File: config.mk
export PLATFORM = sky130hd
export DESIGN_NAME = alu_operand_collector
export DESIGN_NICKNAME = d
export VERILOG_FILES = /design/src/rtl/alu_operand_collector.sv
export SDC_FILE = /design/constraint.sdc
export NUM_CORES = 1
export LEC_CHECK = 0
export BUFFER_PORTS_ARGS = -buffer_cell sky130_fd_sc_hd__buf_4
export CAP_MARGIN = 20
export CORE_ASPECT_RATIO = 0.9
export CORE_MARGIN = 2
export CORE_UTILIZATION = 45
export DETAILED_ROUTE_END_ITERATION = 8
export PLACE_DENSITY = 0.83
export SLEW_MARGIN = 10
export SYNTH_ARGS = -nofsm -noshare
export SYNTH_HDL_FRONTEND = slang
export SYNTH_SLANG_ARGS = --single-unit
File: constraint.sdc
create_clock -name CLK -period 2.1 [get_ports CLK]
set_input_delay 0.105 -clock CLK [delete_from_list [all_inputs] [get_ports CLK]]
set_output_delay 0.105 -clock CLK [all_outputs]
set_load 0.005 [all_outputs]
File: src/rtl/alu_operand_collector.sv
// ============================================================================
//  Module   : alu_operand_collector
//  Purpose  : Gathers split OPA/OPB beats into one complete ALU op, issues it
//             over valid/ready, and drops a half-collected op after TIMEOUT.
//  Options  : ALU_COLLECT_STATS_EN adds saturating issued/timeout counters.
//  Revision : 1.0
// ============================================================================
`default_nettype none

module alu_operand_collector #(
   parameter int          N         = 8,
   parameter int          M         = 4,
   parameter int          TIMEOUT   = 16,
   parameter logic [15:0] ARITH_2OP = 16'h070F,
   parameter logic [15:0] LOGIC_2OP = 16'h303F
`ifdef ALU_COLLECT_STATS_EN
   ,
   parameter int          CNT_W     = 16
`endif
) (
   input  logic             CLK,
   input  logic             RST,
   input  logic             CE,
   input  logic [N-1:0]     IN_OPA,
   input  logic [N-1:0]     IN_OPB,
   input  logic [1:0]       IN_INP_VALID,
   input  logic [M-1:0]     IN_CMD,
   input  logic             IN_MODE,
   input  logic             IN_CIN,
   output logic             OUT_VALID,
   input  logic             OUT_READY,
   output logic [N-1:0]     OUT_OPA,
   output logic [N-1:0]     OUT_OPB,
   output logic [M-1:0]     OUT_CMD,
   output logic             OUT_MODE,
   output logic             OUT_CIN,
   output logic             OUT_TIMEOUT,
   output logic             BUSY
`ifdef ALU_COLLECT_STATS_EN
   ,
   output logic [CNT_W-1:0] STAT_ISSUED,
   output logic [CNT_W-1:0] STAT_TIMEOUTS
`endif
);

   localparam logic [1:0] IDLE   = 2'd0;
   localparam logic [1:0] WAIT_B = 2'd1;
   localparam logic [1:0] WAIT_A = 2'd2;
   localparam logic [1:0] HOLD   = 2'd3;

   localparam int          TW        = (TIMEOUT > 2) ? $clog2(TIMEOUT) : 1;
   localparam logic [TW-1:0] T_LAST  = TW'(TIMEOUT - 1);

   logic [1:0]    state_q, state_d;
   logic [TW-1:0] timer_q, timer_d;
   logic [N-1:0]  opa_q, opa_d, opb_q, opb_d;
   logic [M-1:0]  cmd_q, cmd_d;
   logic          mode_q, mode_d, cin_q, cin_d;
   logic          timeout_q, timeout_d;
   logic          issue_evt, to_evt;

   // Commands outside the 16-entry tables never wait for a second operand.
   function automatic logic needs_two(input logic mode, input logic [M-1:0] cmd);
      logic [31:0] idx;
      idx = 32'(cmd);
      if (idx < 32'd16)
         return mode ? ARITH_2OP[idx[3:0]] : LOGIC_2OP[idx[3:0]];
      return 1'b0;
   endfunction

   always_comb begin
      state_d   = state_q;
      timer_d   = timer_q;
      opa_d     = opa_q;
      opb_d     = opb_q;
      cmd_d     = cmd_q;
      mode_d    = mode_q;
      cin_d     = cin_q;
      timeout_d = timeout_q;
      issue_evt = 1'b0;
      to_evt    = 1'b0;
      if (CE) begin
         timeout_d = 1'b0;
         case (state_q)
            WAIT_B: begin
               if (IN_INP_VALID[1]) begin
                  opb_d   = IN_OPB;
                  state_d = HOLD;
               end else if (timer_q == T_LAST) begin
                  state_d   = IDLE;
                  timer_d   = '0;
                  timeout_d = 1'b1;
                  to_evt    = 1'b1;
               end else begin
                  timer_d = timer_q + 1'b1;
               end
            end
            WAIT_A: begin
               if (IN_INP_VALID[0]) begin
                  opa_d   = IN_OPA;
                  state_d = HOLD;
               end else if (timer_q == T_LAST) begin
                  state_d   = IDLE;
                  timer_d   = '0;
                  timeout_d = 1'b1;
                  to_evt    = 1'b1;
               end else begin
                  timer_d = timer_q + 1'b1;
               end
            end
            default: begin
               // IDLE, or HOLD whose op is taken this cycle: new op may load now.
               if (state_q == IDLE || OUT_READY) begin
                  issue_evt = (state_q == HOLD);
                  state_d   = IDLE;
                  timer_d   = '0;
                  if (IN_INP_VALID != 2'b00) begin
                     cmd_d   = IN_CMD;
                     mode_d  = IN_MODE;
                     cin_d   = IN_CIN;
                     state_d = HOLD;
                  end
                  if (IN_INP_VALID[0]) opa_d = IN_OPA;
                  if (IN_INP_VALID[1]) opb_d = IN_OPB;
                  if (IN_INP_VALID == 2'b01 && needs_two(IN_MODE, IN_CMD)) state_d = WAIT_B;
                  if (IN_INP_VALID == 2'b10 && needs_two(IN_MODE, IN_CMD)) state_d = WAIT_A;
               end
            end
         endcase
      end
   end

   always_ff @(posedge CLK) begin
      if (RST) begin
         state_q   <= IDLE;
         timer_q   <= '0;
         opa_q     <= '0;
         opb_q     <= '0;
         cmd_q     <= '0;
         mode_q    <= 1'b0;
         cin_q     <= 1'b0;
         timeout_q <= 1'b0;
      end else begin
         state_q   <= state_d;
         timer_q   <= timer_d;
         opa_q     <= opa_d;
         opb_q     <= opb_d;
         cmd_q     <= cmd_d;
         mode_q    <= mode_d;
         cin_q     <= cin_d;
         timeout_q <= timeout_d;
      end
   end

   assign OUT_VALID   = (state_q == HOLD);
   assign BUSY        = (state_q != IDLE);
   assign OUT_OPA     = opa_q;
   assign OUT_OPB     = opb_q;
   assign OUT_CMD     = cmd_q;
   assign OUT_MODE    = mode_q;
   assign OUT_CIN     = cin_q;
   assign OUT_TIMEOUT = timeout_q;

`ifdef ALU_COLLECT_STATS_EN
   logic [CNT_W-1:0] issued_q, issued_d, tos_q, tos_d;

   always_comb begin
      issued_d = issued_q;
      tos_d    = tos_q;
      if (issue_evt && issued_q != '1) issued_d = issued_q + 1'b1;
      if (to_evt && tos_q != '1)       tos_d    = tos_q + 1'b1;
   end

   always_ff @(posedge CLK) begin
      if (RST) begin
         issued_q <= '0;
         tos_q    <= '0;
      end else begin
         issued_q <= issued_d;
         tos_q    <= tos_d;
      end
   end

   assign STAT_ISSUED   = issued_q;
   assign STAT_TIMEOUTS = tos_q;
`else
   logic unused_evt;
   assign unused_evt = issue_evt ^ to_evt;
`endif

endmodule

`default_nettype wire

# Word level (Yosys, flattened, before mapping)

Memory sizes are Yosys's and may differ from the RTL's.
Cells that the tools add are included.

Add/subtract/negate cells: 1
Order comparisons: 1
Equality and inequality tests: 8
Multiplexer cells: 33
Bitwise gates (word level): 3
Reduce and logical (&&, ||, !) cells: 15

Operator list:

| cell                | count |
|---|---|
| $mux 8              | 4 |
| $pmux 8 s2          | 2 |
| $mux 4              | 4 |
| $mux 2              | 7 |
| $mux 1              | 13 |
| $pmux 4 s2          | 1 |
| $reduce_and 4->1    | 2 |
| $reduce_bool 2->1   | 4 |
| $eq 2x2->1 const B  | 3 |
| $reduce_and 3->1    | 2 |
| $lt 4x5->1 const B  | 1 |
| $add 4x1->4 const B | 1 |
| $eq 2x1->1 const B  | 2 |
| $eq 4x4->1 const B  | 1 |
| $ne 2x2->1 const B  | 2 |
| $pmux 2 s2          | 1 |
| $not 1->1           | 3 |
| $reduce_bool 3->1   | 1 |
| $logic_and 1x1->1   | 2 |
| $logic_not 2->1     | 1 |
| $pmux 1 s2          | 1 |
| $reduce_and 2->1    | 1 |
| $reduce_or 2->1     | 1 |
| $logic_or 1x1->1    | 1 |

Bits in registers: 29
Bits in read-only memories: 32
Input bits: 28
Output and inout port bits: 25
Logic and storage cells: 71
Memories: 2

Memories:

| memory          | depth | bits a word | rd ports | clocked after memory_dff | write ports | line | RTL |
|---|---|---|---|---|---|---|---|
| (no name shown) | 16    | 1           | 1        | 0                        | 0           | 67   | `return mode ? ARITH_2OP[idx[3:0]] : LOGIC_2OP[idx[3:0]];` |
| (no name shown) | 16    | 1           | 1        | 0                        | 0           | 67   |  |

# Depth between registers and ports, before layout

Word-level depth: 14
Gate-level depth with buffers: 7
Mapped depth without buffers: 6

# Worst setup path before layout

Ideal clock, no wire load.

Kind: reg2reg
Start: reg state_q[0]
End: reg cin_q, in the netlist OUT_CIN
Library setup time: 0.128 ns
Arrival: 1.568 ns
Path slack: 0.404 ns
Stages on the path, launching flop included: 8
Clock period less this slack: 1.696 ns
Cells stage by stage: dfxtp_1 inv_1 ha_1 buf_4 nand2b_1 nor3_4 mux2i_1 nor2_1

Cells in the longest elaborated chain, start to end: 4

RTL lines:

| element                                         | line | RTL |
|---|---|---|
| start, declared                                 | 54   | `logic [1:0] state_q, state_d;` |
| start signal, assigned                          | 144  | `state_q <= state_d;` |
| $eq 2x2->1 / $eq 2x1->1 (equally long branches) | 84   | `case (state_q)` |
| $reduce_or 2->1 (no source line)                | -    |  |
| $not 1->1 (no source line)                      | -    |  |
| $reduce_and 4->1 (no source line) *             | -    |  |
| end signal, assigned                            | 150  | `cin_q <= cin_d;` |
| end, declared                                   | 58   | `logic mode_q, mode_d, cin_q, cin_d;` |

Mark *: on every way between the ends. The rest lies on a longest branch, timed or not.
A chain may end at the register's enable or synchronous reset.

# Worst setup path after layout

Start: reg state_q[0]
End: reg timer_q[3]

Cells in the longest elaborated chain, start to end: 4

RTL lines:

| element                            | line | RTL |
|---|---|---|
| $logic_not 2->1                    | 113  | `if (state_q == IDLE \|\| OUT_READY) begin` |
| $logic_or 1x1->1                   | 113  |  |
| $reduce_bool 3->1 (no source line) | -    |  |
| $reduce_and 4->1 (no source line)  | -    |  |
| end signal, assigned               | 145  | `timer_q <= timer_d;` |
| end, declared                      | 55   | `logic [TW-1:0] timer_q, timer_d;` |

Several ways; a longest one is shown, not always the timed one.

==> impl_results.md <==
* 1st-pass router iterations at 4
* Sequential Area at 581 sq um
* Clk_skew at 0.00676 ns
* Initial antenna violation count at 0
* I/O pin cnt at 53
* Slowest-stage cell, CP: o41ai_4
* Layout Area Growth over Synthesis at 36.4%
* Status: completed
* Antenna diodes at 0
* Number of global-route vias before repair at 1248
* Resize count post-CTS at 0
* FF+latch count, synth at 29
* Grt total ovfl at 0
* # rows at 19
* Routed WL at around 3.1 mm
* Design Area, Final at about 0.0019 sq mm
* Final design utilization at a little over three fifths
* Initial Util at 46.1%
* Setup crit start kind: register
* Fraction of layout cells with a size suffix above 1 at 33.8%
* Fill cells at around 260
* Largest net degree at the start of global routing at 33
* Final Max Slew Viols at 0
* Kind of critical path: reg -> reg
* Post-Synthesis Cells at 143
* Final ANT Viol Nets at 0
* Initial drt markers at 47
* Core area at 0.00300 sq mm
* Most frequent cells in the layout: buf_4, dfxtp_1, nor2_1, mux2i_1, a21oi_1
* CTS max path bufs at 2
* Post-synthesis adder-cell area fraction at 4.53%
* Hold Path Class: in -> reg
* Final Setup Violations at 0
* Yosys Warn Count at 0
* EDFF count, synth at 0
* Crit path max fanout at 10
* TritonCTS clock tree: done
* CP cell instances: inv_1 > ha_1 > o41ai_4 > a221o_2 > a31oi_1 > o32ai_1
* Primary FF master, synth: dfxtp_1
* Syn_area_per_cell at about 9.7 sq um
* Max H-tree Level at 2
* RSZ-0062 raised after global routing: false
* Ys async rst share at 0%
* I/O Buffers at 52
* Num CTS Buffers at 5
* Combinational family with the most area after synthesis: simple AND/OR/NAND/NOR gates
* Worst skew pair latency at 0.31 ns
* Chip height at 56.5 microns
* Max_cap viols at 0
* Clk sink count at 29
* Critical Path AT at roughly 2.2 ns
* Most common cell after layout, fill and taps aside: buf_4
* Sequential fraction of the synthesis area at 42.1%
* Top delay family on crit path: compound AO/OA/AOI/OAI gates
* Mapped Area at 0.00138 sq mm
* Routed WL per cell at 13.1 microns
* Setup_tns at 0 ns
* Simple-gate share of the synthesized area at 18.3%
* Vias/cell at slightly above 5
* Gr usage total at around a fifth
* Mapped Nets at 176
* Worst slew pin tran at 0.509 ns
* Post-synthesis mux area share at 16.0%
* Clk slew on worst S/H paths at 0.09 ns
* Worst setup margin at 0.143 ns
* First-pass GRT wire length at roughly 5.4 mm
* Post-synthesis compound-gate area fraction at between 10 and 15%
* Crit share post-route at 93.2%
* Residual DRC at 0
* Area post-placement at 0.00179 sq mm
* Unique masters post-synth at 33
* Post-place setup slack at 0.158 ns
* Worst IR drop on VDD at 0.478 mV
* Placer Congestion at 0.797
* Multi-input logic area at between 700 and 800 sq um
* WP buf/inv at 1
* F_max at 0.511 GHz
* Pwr Density at approximately 860 mW/mm^2
* Min Tclk post-route at 1.96 ns
* Slew HR at 66.0%
* Die ar. at 0.00353 sq mm
* Final hold viol count at 0
* Worst Setup End Kind: register
* Synth Area in XOR/XNOR at 0%
* CTS Root Cell: clkbuf_4
* Leakage at 0.000811 uW
* Delay of the slowest critical-path stage at 0.50 ns
* Final #Nets at 230
* Die width at 62.4 microns
* Critical Path RT at 2.31 ns
* Detailed-route via count at between 1000 and 1500
* HPWL Detailed at 2.38 mm
-- through the flow --
step                hold WS (ns)  total power, uW  std cells
global route             0.00386             1740        240
detailed placement         0.352             1160        231
CTS                      0.00986             1630        239
global placement           0.338             1140        231
floorplan                  0.252              993        143
finish                    0.0210             1620        240
-- kinds of logic after synthesis --
logic type	count (synthesis)
mux	22
simple gates	49
buf+inv	14
compound gates	24
flops	29
fa+ha+maj	5
-- registers in the layout, indices dropped and copies added, names as in the netlist --
signal and cells:
timer_q 4, OUT_CMD 4, OUT_TIMEOUT 1, OUT_CIN 1
OUT_MODE 1, state_q 2, OUT_OPB 8, OUT_OPA 8
-- worst paths after layout --
path | from | to | slack, ns | depth (start not counted)
max | state_q[0]$_SDFFE_PP0P_ | timer_q[3]$_SDFFE_PP0P_ | 0.14 | 6
min | IN_OPA[0] | OUT_OPA[0]$_SDFFE_PP0P_ | 0.02 | 3
max reg2reg | state_q[0]$_SDFFE_PP0P_ | timer_q[3]$_SDFFE_PP0P_ | 0.14 | 6
min reg2reg | timer_q[1]$_SDFFE_PP0P_ | timer_q[1]$_SDFFE_PP0P_ | 0.49 | 2
-- power breakdown --
group	total, uW	switching (uW)	internal (uW)
clock network	470	186	284
registers	644	39.0	605
logic	506	255	251
-- timing repair --
item,4_1_cts,5_1_grt
hold endpoints to repair,0,1
hold buffers,0,1
buffers inserted,0,0
-- Yosys cell counts (all sizes together) (3+ instances only) --
| cell | count | area share, % |
|---|---|---|
| nor3 | 5 | 4.3 |
| a21oi | 8 | 2.9 |
| nand3 | 3 | 1.1 |
| nor2 | 28 | 7.6 |
| mux2i | 22 | 16 |
| buf | 6 | 3.2 |
| dfxtp | 29 | 42 |
| ha | 5 | 4.5 |
| inv | 6 | 1.6 |
| nand2 | 5 | 1.4 |
-- worst register-to-register path: cells and delay by family (launching register included) --
family / cells / cell delay (ns)
adder cells (fa/ha/maj): 1 / 0.35
AO/OA/AOI/OAI: 4 / 1.02
flip-flops: 1 / 0.40
buffers and inverters: 1 / 0.09
-- layer usage --
| layer | GRT usage, % | wire, microns | vias to the layer above |
|---|---|---|---|
| met4 | 8.89 | 45 | 0 |
| li1 | - | - | 610 |
| met2 | 31.8 | 1550 | 43 |
| met1 | 23.2 | 1350 | 577 |
| met3 | 8.42 | 196 | 6 |
| met5 | 0 | 0 | - |
-- layout make-up --
type,count,share of cell area (%)
Tap cell,42,2.79
Timing Repair Buffer,55,22.1
Multi-Input combinational cell,100,38.6
Inverter,6,1.20
Clock buffer,7,2.93
Clock inverter,1,1.60
Sequential cell,29,30.9
No activity file was read; power rests on OpenSTA's default activity.
